## src/rtl/keypad_pkg.sv

```systemverilog
// Shared definitions for the keypad scanner: key indices, operator codes,
// debounce state encoding and key decode helpers.
package keypad_pkg;

    // Key index = 4*row + col
    localparam logic [3:0] KEY_1   = 4'd0;
    localparam logic [3:0] KEY_2   = 4'd1;
    localparam logic [3:0] KEY_3   = 4'd2;
    localparam logic [3:0] KEY_ADD = 4'd3;
    localparam logic [3:0] KEY_4   = 4'd4;
    localparam logic [3:0] KEY_5   = 4'd5;
    localparam logic [3:0] KEY_6   = 4'd6;
    localparam logic [3:0] KEY_SUB = 4'd7;
    localparam logic [3:0] KEY_7   = 4'd8;
    localparam logic [3:0] KEY_8   = 4'd9;
    localparam logic [3:0] KEY_9   = 4'd10;
    localparam logic [3:0] KEY_MUL = 4'd11;
    localparam logic [3:0] KEY_C   = 4'd12;
    localparam logic [3:0] KEY_0   = 4'd13;
    localparam logic [3:0] KEY_EQ  = 4'd14;
    localparam logic [3:0] KEY_DIV = 4'd15;

    localparam logic [1:0] OPT_DIV = 2'd0;
    localparam logic [1:0] OPT_ADD = 2'd1;
    localparam logic [1:0] OPT_SUB = 2'd2;
    localparam logic [1:0] OPT_MUL = 2'd3;

    typedef enum logic [1:0] {
        ST_IDLE,
        ST_PDEB,
        ST_HELD,
        ST_RDEB
    } deb_state_t;

    typedef enum logic [1:0] {
        KC_DIGIT,
        KC_OPER,
        KC_CLEAR,
        KC_SUBMIT
    } key_class_t;

    function automatic key_class_t key_class(input logic [3:0] idx);
        key_class_t kc;
        if (idx == KEY_C)
            kc = KC_CLEAR;
        else if (idx == KEY_EQ)
            kc = KC_SUBMIT;
        else if (idx[1:0] == 2'd3)
            kc = KC_OPER;
        else
            kc = KC_DIGIT;
        return kc;
    endfunction

    function automatic logic [3:0] key_digit(input logic [3:0] idx);
        logic [3:0] d;
        case (idx)
            KEY_1:   d = 4'd1;
            KEY_2:   d = 4'd2;
            KEY_3:   d = 4'd3;
            KEY_4:   d = 4'd4;
            KEY_5:   d = 4'd5;
            KEY_6:   d = 4'd6;
            KEY_7:   d = 4'd7;
            KEY_8:   d = 4'd8;
            KEY_9:   d = 4'd9;
            default: d = 4'd0;
        endcase
        return d;
    endfunction

    function automatic logic [1:0] key_opt(input logic [3:0] idx);
        logic [1:0] o;
        case (idx)
            KEY_ADD: o = OPT_ADD;
            KEY_SUB: o = OPT_SUB;
            KEY_MUL: o = OPT_MUL;
            default: o = OPT_DIV;
        endcase
        return o;
    endfunction

endpackage

```

## src/rtl/keypad_col_scan.sv

```systemverilog
// Column drive, row synchronizer and per-scan key result assembly.
// scanDone marks the column-3 sample cycle; the key outputs are valid with it.
module keypad_col_scan
    import keypad_pkg::*;
#(
    parameter int SCAN_DIV = 50000
) (
    input  logic       clk,
    input  logic       reset,
    input  logic [3:0] row,
    output logic [3:0] col,
    output logic       scanDone,
    output logic [3:0] keyIdx,
    output logic       keyFound,
    output logic       keyMulti
);

    localparam int DW = (SCAN_DIV > 1) ? $clog2(SCAN_DIV) : 1;
    localparam logic [DW-1:0] DWELL_LAST = DW'(SCAN_DIV - 1);

    logic [DW-1:0] dwell;
    logic [1:0]    col_idx;
    logic [3:0]    row_meta;
    logic [3:0]    row_sync;
    logic          acc_found;
    logic          acc_multi;
    logic [3:0]    acc_idx;

    logic          sample;
    logic [3:0]    hits;
    logic [2:0]    hit_cnt;
    logic [1:0]    low_row;
    logic          col_found;
    logic          col_multi;
    logic [3:0]    cur_idx;

    assign sample   = (dwell == DWELL_LAST);
    assign scanDone = sample && (col_idx == 2'd3);
    assign col      = ~(4'b0001 << col_idx);
    assign hits     = ~row_sync;

    always_comb begin
        hit_cnt = {2'b00, hits[0]} + {2'b00, hits[1]} + {2'b00, hits[2]} + {2'b00, hits[3]};
        low_row = 2'd0;
        for (int r = 3; r >= 0; r--) begin
            if (hits[r])
                low_row = 2'(r);
        end
        col_found = |hits;
        col_multi = (hit_cnt > 3'd1);
        cur_idx   = {low_row, col_idx};
    end

    // Merge this column's sample into the scan so far; keep the lowest index
    always_comb begin
        keyFound = acc_found | col_found;
        keyMulti = acc_multi | col_multi | (acc_found & col_found);
        if (acc_found && (!col_found || (acc_idx < cur_idx)))
            keyIdx = acc_idx;
        else
            keyIdx = cur_idx;
    end

    always_ff @(posedge clk or negedge reset) begin
        if (!reset) begin
            dwell     <= '0;
            col_idx   <= 2'd0;
            row_meta  <= 4'hF;
            row_sync  <= 4'hF;
            acc_found <= 1'b0;
            acc_multi <= 1'b0;
            acc_idx   <= 4'd0;
        end else begin
            row_meta <= row;
            row_sync <= row_meta;
            if (sample) begin
                dwell   <= '0;
                col_idx <= col_idx + 2'd1;
                if (scanDone) begin
                    acc_found <= 1'b0;
                    acc_multi <= 1'b0;
                    acc_idx   <= 4'd0;
                end else begin
                    acc_found <= keyFound;
                    acc_multi <= keyMulti;
                    acc_idx   <= keyIdx;
                end
            end else begin
                dwell <= dwell + DW'(1);
            end
        end
    end

endmodule

```

## src/rtl/keypad_scanner.sv

```systemverilog
// 4x4 keypad scanner: debounce FSM and key decode into calculator strobes.
// Define KEYPAD_MULTIKEY_REJECT_EN to treat multi-key scans as no key.
module keypad_scanner
    import keypad_pkg::*;
#(
    parameter int SCAN_DIV       = 50000,
    parameter int DEBOUNCE_SCANS = 4
) (
    input  logic       clk,
    input  logic       reset,
    input  logic [3:0] row,
    output logic [3:0] col,
    output logic [3:0] num,
    output logic       numPressed,
    output logic [1:0] opt,
    output logic       optPressed,
    output logic       clear,
    output logic       submit
);

    localparam logic [3:0] DEB_TARGET = 4'(DEBOUNCE_SCANS);
`ifdef KEYPAD_MULTIKEY_REJECT_EN
    localparam logic MULTI_ACCEPT = 1'b0;
`else
    localparam logic MULTI_ACCEPT = 1'b1;
`endif

    logic       scan_done;
    logic [3:0] key_idx;
    logic       key_found;
    logic       key_multi;
    logic       key_valid;
    logic       key_match;

    deb_state_t state, state_n;
    logic [3:0] cnt, cnt_n;
    logic [3:0] cand, cand_n;
    logic       fire;
    logic [3:0] fire_key;
    key_class_t fire_class;

    keypad_col_scan #(
        .SCAN_DIV (SCAN_DIV)
    ) u_col_scan (
        .clk      (clk),
        .reset    (reset),
        .row      (row),
        .col      (col),
        .scanDone (scan_done),
        .keyIdx   (key_idx),
        .keyFound (key_found),
        .keyMulti (key_multi)
    );

    // Multi-key scans either resolve to the lowest index or count as no key
    assign key_valid  = key_found & (MULTI_ACCEPT | ~key_multi);
    assign key_match  = key_valid && (key_idx == cand);
    assign fire_class = key_class(fire_key);

    always_comb begin
        state_n  = state;
        cnt_n    = cnt;
        cand_n   = cand;
        fire     = 1'b0;
        fire_key = cand;
        if (scan_done) begin
            case (state)
                ST_IDLE: begin
                    if (key_valid) begin
                        cand_n   = key_idx;
                        fire_key = key_idx;
                        if (DEB_TARGET == 4'd1) begin
                            state_n = ST_HELD;
                            cnt_n   = 4'd0;
                            fire    = 1'b1;
                        end else begin
                            state_n = ST_PDEB;
                            cnt_n   = 4'd1;
                        end
                    end
                end
                ST_PDEB: begin
                    if (key_match) begin
                        if (cnt + 4'd1 == DEB_TARGET) begin
                            state_n = ST_HELD;
                            cnt_n   = 4'd0;
                            fire    = 1'b1;
                        end else begin
                            cnt_n = cnt + 4'd1;
                        end
                    end else begin
                        state_n = ST_IDLE;
                        cnt_n   = 4'd0;
                    end
                end
                ST_HELD: begin
                    if (!key_match) begin
                        if (DEB_TARGET == 4'd1) begin
                            state_n = ST_IDLE;
                            cnt_n   = 4'd0;
                        end else begin
                            state_n = ST_RDEB;
                            cnt_n   = 4'd1;
                        end
                    end
                end
                ST_RDEB: begin
                    if (key_match) begin
                        state_n = ST_HELD;
                        cnt_n   = 4'd0;
                    end else if (cnt + 4'd1 == DEB_TARGET) begin
                        state_n = ST_IDLE;
                        cnt_n   = 4'd0;
                    end else begin
                        cnt_n = cnt + 4'd1;
                    end
                end
                default: begin
                    state_n = ST_IDLE;
                    cnt_n   = 4'd0;
                end
            endcase
        end
    end

    // Strobes are registered so they appear the cycle after the scan-end sample
    always_ff @(posedge clk or negedge reset) begin
        if (!reset) begin
            state      <= ST_IDLE;
            cnt        <= 4'd0;
            cand       <= 4'd0;
            num        <= 4'd0;
            opt        <= OPT_DIV;
            numPressed <= 1'b0;
            optPressed <= 1'b0;
            clear      <= 1'b0;
            submit     <= 1'b0;
        end else begin
            state      <= state_n;
            cnt        <= cnt_n;
            cand       <= cand_n;
            numPressed <= fire && (fire_class == KC_DIGIT);
            optPressed <= fire && (fire_class == KC_OPER);
            clear      <= fire && (fire_class == KC_CLEAR);
            submit     <= ((state_n == ST_HELD) || (state_n == ST_RDEB)) && (cand_n == KEY_EQ);
            if (fire && (fire_class == KC_DIGIT))
                num <= key_digit(fire_key);
            if (fire && (fire_class == KC_OPER))
                opt <= key_opt(fire_key);
        end
    end

endmodule

```

## config.mk

```make
export PLATFORM = sky130hd
export DESIGN_NAME = keypad_scanner
export DESIGN_NICKNAME = d
export VERILOG_FILES = /design/src/rtl/keypad_pkg.sv /design/src/rtl/keypad_col_scan.sv /design/src/rtl/keypad_scanner.sv
export SDC_FILE = /design/constraint.sdc
export NUM_CORES = 1
export LEC_CHECK = 0
export BUFFER_PORTS_ARGS = -buffer_cell sky130_fd_sc_hd__buf_2
export CAP_MARGIN = 20
export CORE_UTILIZATION = 40
export CTS_CLUSTER_DIAMETER = 100
export DETAILED_ROUTE_END_ITERATION = 12
export HOLD_SLACK_MARGIN = 0.08
export PLACE_DENSITY_LB_ADDON = 0.12
export SLEW_MARGIN = 20
export SYNTH_ARGS = -nofsm -noshare
export SYNTH_HDL_FRONTEND = slang
export SYNTH_HIERARCHICAL = 1
export SYNTH_SLANG_ARGS = --single-unit
```

## constraint.sdc

```tcl
create_clock -name clk -period 10.25 [get_ports clk]
set_input_delay 0.5125 -clock clk [delete_from_list [all_inputs] [get_ports clk]]
set_output_delay 0.5125 -clock clk [all_outputs]
set_load 0.02 [all_outputs]
```

# Word level (Yosys, flattened, before mapping)

Memories as Yosys holds them, arrays and structs flattened. A register that Yosys moved wholly into a read port is not among the register bits.
Index checks and enable logic that the tools add are counted.

Flip-flop bits (word level): 47
Memory bits (read-only): 64
Input bits: 6
Output and inout port bits: 14
Word-level logic and storage cells: 90
Memories: 1

Memories:

| name             | depth | bits a word | rd ports | clocked after Yosys merged registers in | wr ports | line             | source |
|---|---|---|---|---|---|---|---|
| (name not given) | 16    | 4           | 1        | 1                                       | 0        | keypad_pkg.sv:57 | `case (idx)` |

Add/sub/neg operators: 3
Magnitude comparators: 1
Equal/unequal tests: 19
Shift operators: 1
Muxes and demuxes: 33
Bitwise operators: 3
Reduce and logical (&&, ||, !) cells: 15

Operator list:

| operator                                             | count |
|---|---|
| 2-to-1 mux 4 bit                                     | 10 |
| 2-to-1 mux 2 bit                                     | 13 |
| adder 16 x 1 -> 16 bit (second input constant)       | 1 |
| equality test 16 bit (second input constant)         | 1 |
| 2-to-1 mux 16 bit                                    | 1 |
| one-hot mux 4 bit (4 select lines)                   | 1 |
| equality test 2 bit (second input constant)          | 7 |
| equality test 4 bit (second input constant)          | 3 |
| equality test 4 x 3 -> 1 bit (second input constant) | 2 |
| inverter 4 bit                                       | 2 |
| one-hot mux 2 bit (4 select lines)                   | 1 |
| logical AND 1 bit                                    | 7 |
| 2-to-1 mux 1 bit                                     | 6 |
| one-hot mux 2 bit (3 select lines)                   | 1 |
| adder 4 x 1 -> 4 bit (second input constant)         | 1 |
| equality test 2 x 1 -> 1 bit (second input constant) | 2 |
| equality test 4 x 2 -> 1 bit (second input constant) | 1 |
| equality test 4 bit                                  | 1 |
| zero test 2 bit                                      | 2 |
| less-than comparator 4 bit                           | 1 |
| != test 2 bit (second input constant)                | 2 |
| OR reduction 4 bit                                   | 1 |
| left shift 1 x 2 -> 4 bit (first input constant)     | 1 |
| AND reduction 3 bit                                  | 1 |
| other kinds (4)                                      | 6 |

# Logic depth before layout (Yosys ltp)

Depth after elaboration: 18
Depth in mapped cells: 15
Gate-level depth less buffers: 14

# Modules after synthesis

The synthesis kept the hierarchy.

Modules (own cells, without submodules):

| module          | instances | cells each | area an instance (um^2) | seq. area each (um^2) |
|---|---|---|---|---|
| keypad_col_scan | 1         | 157        | 1609.0                  | 810.8 |
| keypad_scanner  | 1         | 120        | 1242.4                  | 500.5 |

# Least setup slack after synthesis

No wires, ideal clock.

Path kind: reg2reg
Start point: reg u_col_scan.row_sync[2]
End point: reg num[0]
Library setup time: 128 ps
Arrival: 3357 ps
Required time: 10122 ps
Path slack: 6765 ps
Stages on the path, launching flop included: 16
Path buffers: 2
Period minus slack after synthesis: 3485 ps
Cell sequence: dfstp_2 nand2b_1 nand2_1 nand2_1 ha_1 o211ai_1 o211ai_1 and2_0 clkbuf_1 mux2i_1 xor2_1 nor3_1 and3_1 buf_4 nand4_2 mux2_1

Elaborated cells on any way between the ends: 27
Those cells by class: order compare (1); eq/ne (4); mux (13); bitwise (2); reduce/logical (7)

RTL lines:

| item                           | line                  | source |
|---|---|---|
| start: declaration             | keypad_col_scan.sv:24 | `logic [3:0] row_sync;` |
| start signal: assignment       | keypad_col_scan.sv:75 | `row_sync <= row_meta;` |
| inverter 4 bit (*)             | keypad_col_scan.sv:40 | `assign hits = ~row_sync;` |
| 2-to-1 mux 2 bit (3 in series) | keypad_col_scan.sv:46 | `if (hits[r])` |
| less-than comparator 4 bit     | keypad_col_scan.sv:58 | `if (acc_found && (!col_found \|\| (acc_idx < cur_idx)))` |
| logical OR 1 bit               | keypad_col_scan.sv:58 |  |
| logical AND 1 bit              | keypad_col_scan.sv:58 |  |
| 2-to-1 mux 4 bit (*)           | keypad_col_scan.sv:58 |  |
| named net key_idx[2]           | keypad_scanner.sv:29  | `logic [3:0] key_idx;` |
| 2-to-1 mux 4 bit               | keypad_scanner.sv:69  | `if (key_valid) begin` |
| 2-to-1 mux 4 bit               | keypad_scanner.sv:67  | `case (state)` |
| 2-to-1 mux 4 bit               | keypad_scanner.sv:66  | `if (scan_done) begin` |
| equality test 4 bit            | keypad_pkg.sv:46      | `else if (idx == KEY_EQ)` |
| 2-to-1 mux 2 bit               | keypad_pkg.sv:46      |  |
| 2-to-1 mux 2 bit               | keypad_pkg.sv:44      | `if (idx == KEY_C)` |
| zero test 2 bit                | keypad_scanner.sv:146 | `if (fire && (fire_class == KC_DIGIT))` |
| logical AND 1 bit              | keypad_scanner.sv:146 |  |
| end: declaration               | keypad_scanner.sv:13  | `output logic [3:0] num,` |

Mark *: on every way through the listed nets, which the timed path passes. The rest lies on a longest branch.
A chain may end at the register's enable or synchronous reset.

# Final worst setup path

Same ends and word-level chain as after synthesis.

==> out/metrics.cfg <==
[drt]
drc = 0
post_drt_via_cell_ratio = 5.26
ant_nets = 0
routed_wl_um = 5220
drtPass1Iterations = 4
wl_met1_um = 2770
vias = 1951
wire_per_inst_um = 14.1
dr_wl_met2_um = 2240
wl_met3_um = 143
dr.first_iter.drc_count = 52
maxUsedRoutingLayer = met4

[logic_synthesis]
netlist_instances = 270
synth_area_per_cell_um2 = 10.3
yosys_warnings = 6
syn_area_um2 = 2780
synth_nets = 292

[setup_path]
arrival_ps = 4230
ff2ff_setup_slack_ps = 6230
start_kind = flop
worstSetupEndpointType = flop
crit_fanout = 9
reg2reg_from = u_col_scan/row_sync[2]
required_ps = 10450
rr_worst_depth = 13
worstSetupPathType = flop to flop
worstSetupStartpoint = u_col_scan/row_sync[2]
rr_endpoint = num[0]
worstSetupEndpoint = num[0]

[cts]
clockBufferDepth = 2
cts_tree = yes
clkLatencyLatePin_ps = 310
cts_resized = 0
h-tree-depth = 2
root_buffer = clkbuf_8
cts_setup_buffers = 0
clock-sinks = 51
cts_buffers = 5
clk_pin_slew_ps = 110
ctsHoldBuffers = 0

[place]
hpwl_um = 3720
place_congestion = 0.798
placement.io_buffers = 19

[cells_and_area]
layout_commonest_cell = dfrtp_1
drive_above_1_share = 0.158
nFillCells = 684
area_growth_pct = 9.23
antennaDiodeCount = 0
seqCellArea_um2 = 1290
multi_input_area_um2 = 1360
layout_common_cells = 43 x dfrtp_1, 26 x nand2_1, 21 x inv_1, 19 x buf_2, 17 x nor2_1
fin_nets = 312

[floorplan]
die_w_um = 85.3
std_cell_rows = 30
core_area_um2 = 6760
die_y_um = 85.3
start_util = 0.411
boundaryPins = 20
die-area_um2 = 7280

[power_and_ir_drop]
swShare = 0.241
cellLeakagePower_nw = 1.42
power.switching_uw = 81.7
power.total_uw = 338
ir_drop_uv = 64.6
p_int_uw = 257
power_density_nw_per_um2 = 112
power_frac_comb = 0.032
p_seq_frac = 0.606
clockPowerShare = 0.362

[sta]
final-hold-violation-count = 0
fin_crit_sh = 0.393
max_slew.worst_pin.slew_ps = 637
slew_headroom = 0.576
skew_ps = 11.4
setup-tns-final_ps = 0
timing.fmax_mhz = 249
finalCriticalPeriod_ps = 4020
setup_viol = 0
drv_slew = 0
rsz0062_at_grt = false

[outcome]
status = finished clean

[grt]
grt_max_degree = 52
grt_pass1_vias = 1910
grtUsageTotal = 0.160
overflow = 0
grt_pass1_wl_um = 9230
antenna_found_initial = 0

[run]
drv_cap = 0

[worst_hold_path]
hp-class = input port to flop

==> power groups by stage <==
| stage | Combinational (mW) | Sequential [mW] | Clock [mW] |
|---|---|---|---|
| floorplan | 0.00530 | 0.209 | 0 |
| global placement | 0.0111 | 0.209 | 0 |
| detailed placement | 0.0113 | 0.209 | 0 |
| CTS | 0.0113 | 0.205 | 0.129 |
| global route | 0.0128 | 0.205 | 0.136 |
| finish | 0.0108 | 0.205 | 0.123 |
==> per-layer routing <==
metal	up-vias	track usage
met2	23	0.239
met4	0	0.0500
met5	-	0
li1	988	-
met1	935	0.237
met3	5	0.0292
==> metrics by stage <==
stage	hold WS, ps	cell area, um2	utilization	setup WS (ps)	std cells
5_1_grt	270	3030	0.449	5840	371
2_1_floorplan	217	2780	-	6780	270
3_5_place_dp	347	2940	0.436	6200	363
3_3_place_gp	356	2940	0.436	6180	363
6_report	287	3030	0.449	6230	371
4_1_cts	277	3030	0.449	6170	371
==> worst max-delay path, cell delays in order (launching register included) <==
cell	delay (ps)
dfstp_2	570
nand2b_1	70
nand2_1	70
nand2_1	70
ha_1	280
o211ai_1	80
o211ai_1	420
and2_0	460
mux2i_1	520
xor2_1	140
nor3_1	230
and3_1	410
nand4_2	240
mux2_1	360
==> registers in the layout, summed over array words and instances (netlist names) <==
name / count
u_col_scan/col_idx: 2
u_col_scan/acc_idx: 4
u_col_scan/dwell: 16
submit: 1
numPressed: 1
num: 4
optPressed: 1
cand: 4
opt: 2
clear: 1
u_col_scan/row_meta: 4
state: 2
u_col_scan/row_sync: 4
u_col_scan/acc_found: 1
cnt: 4
==> worst min-delay path by stage <==
stage | slack, ps | cells past startpoint | to | start
5_1_grt | 270 | 1 | u_col_scan/row_meta[1] | row[1]
2_1_floorplan | 220 | 0 | cand[0] | reset
4_1_cts | 280 | 1 | u_col_scan/row_meta[3] | row[3]
3_5_place_dp | 350 | 0 | u_col_scan/row_sync[3] | u_col_scan/row_meta[3]
6_report | 290 | 1 | u_col_scan/row_meta[3] | row[3]
3_3_place_gp | 360 | 0 | u_col_scan/row_sync[2] | u_col_scan/row_meta[2]
==> final cells by class <==
type	count	area share
tap	80	0.0330
sequential	51	0.424
timing repair buffer	21	0.0363
clock buffer	5	0.0227
inverter	22	0.0280
clock inverter	3	0.00742
multi-input combinational	189	0.449
No activity file was read; power rests on OpenSTA's default activity.
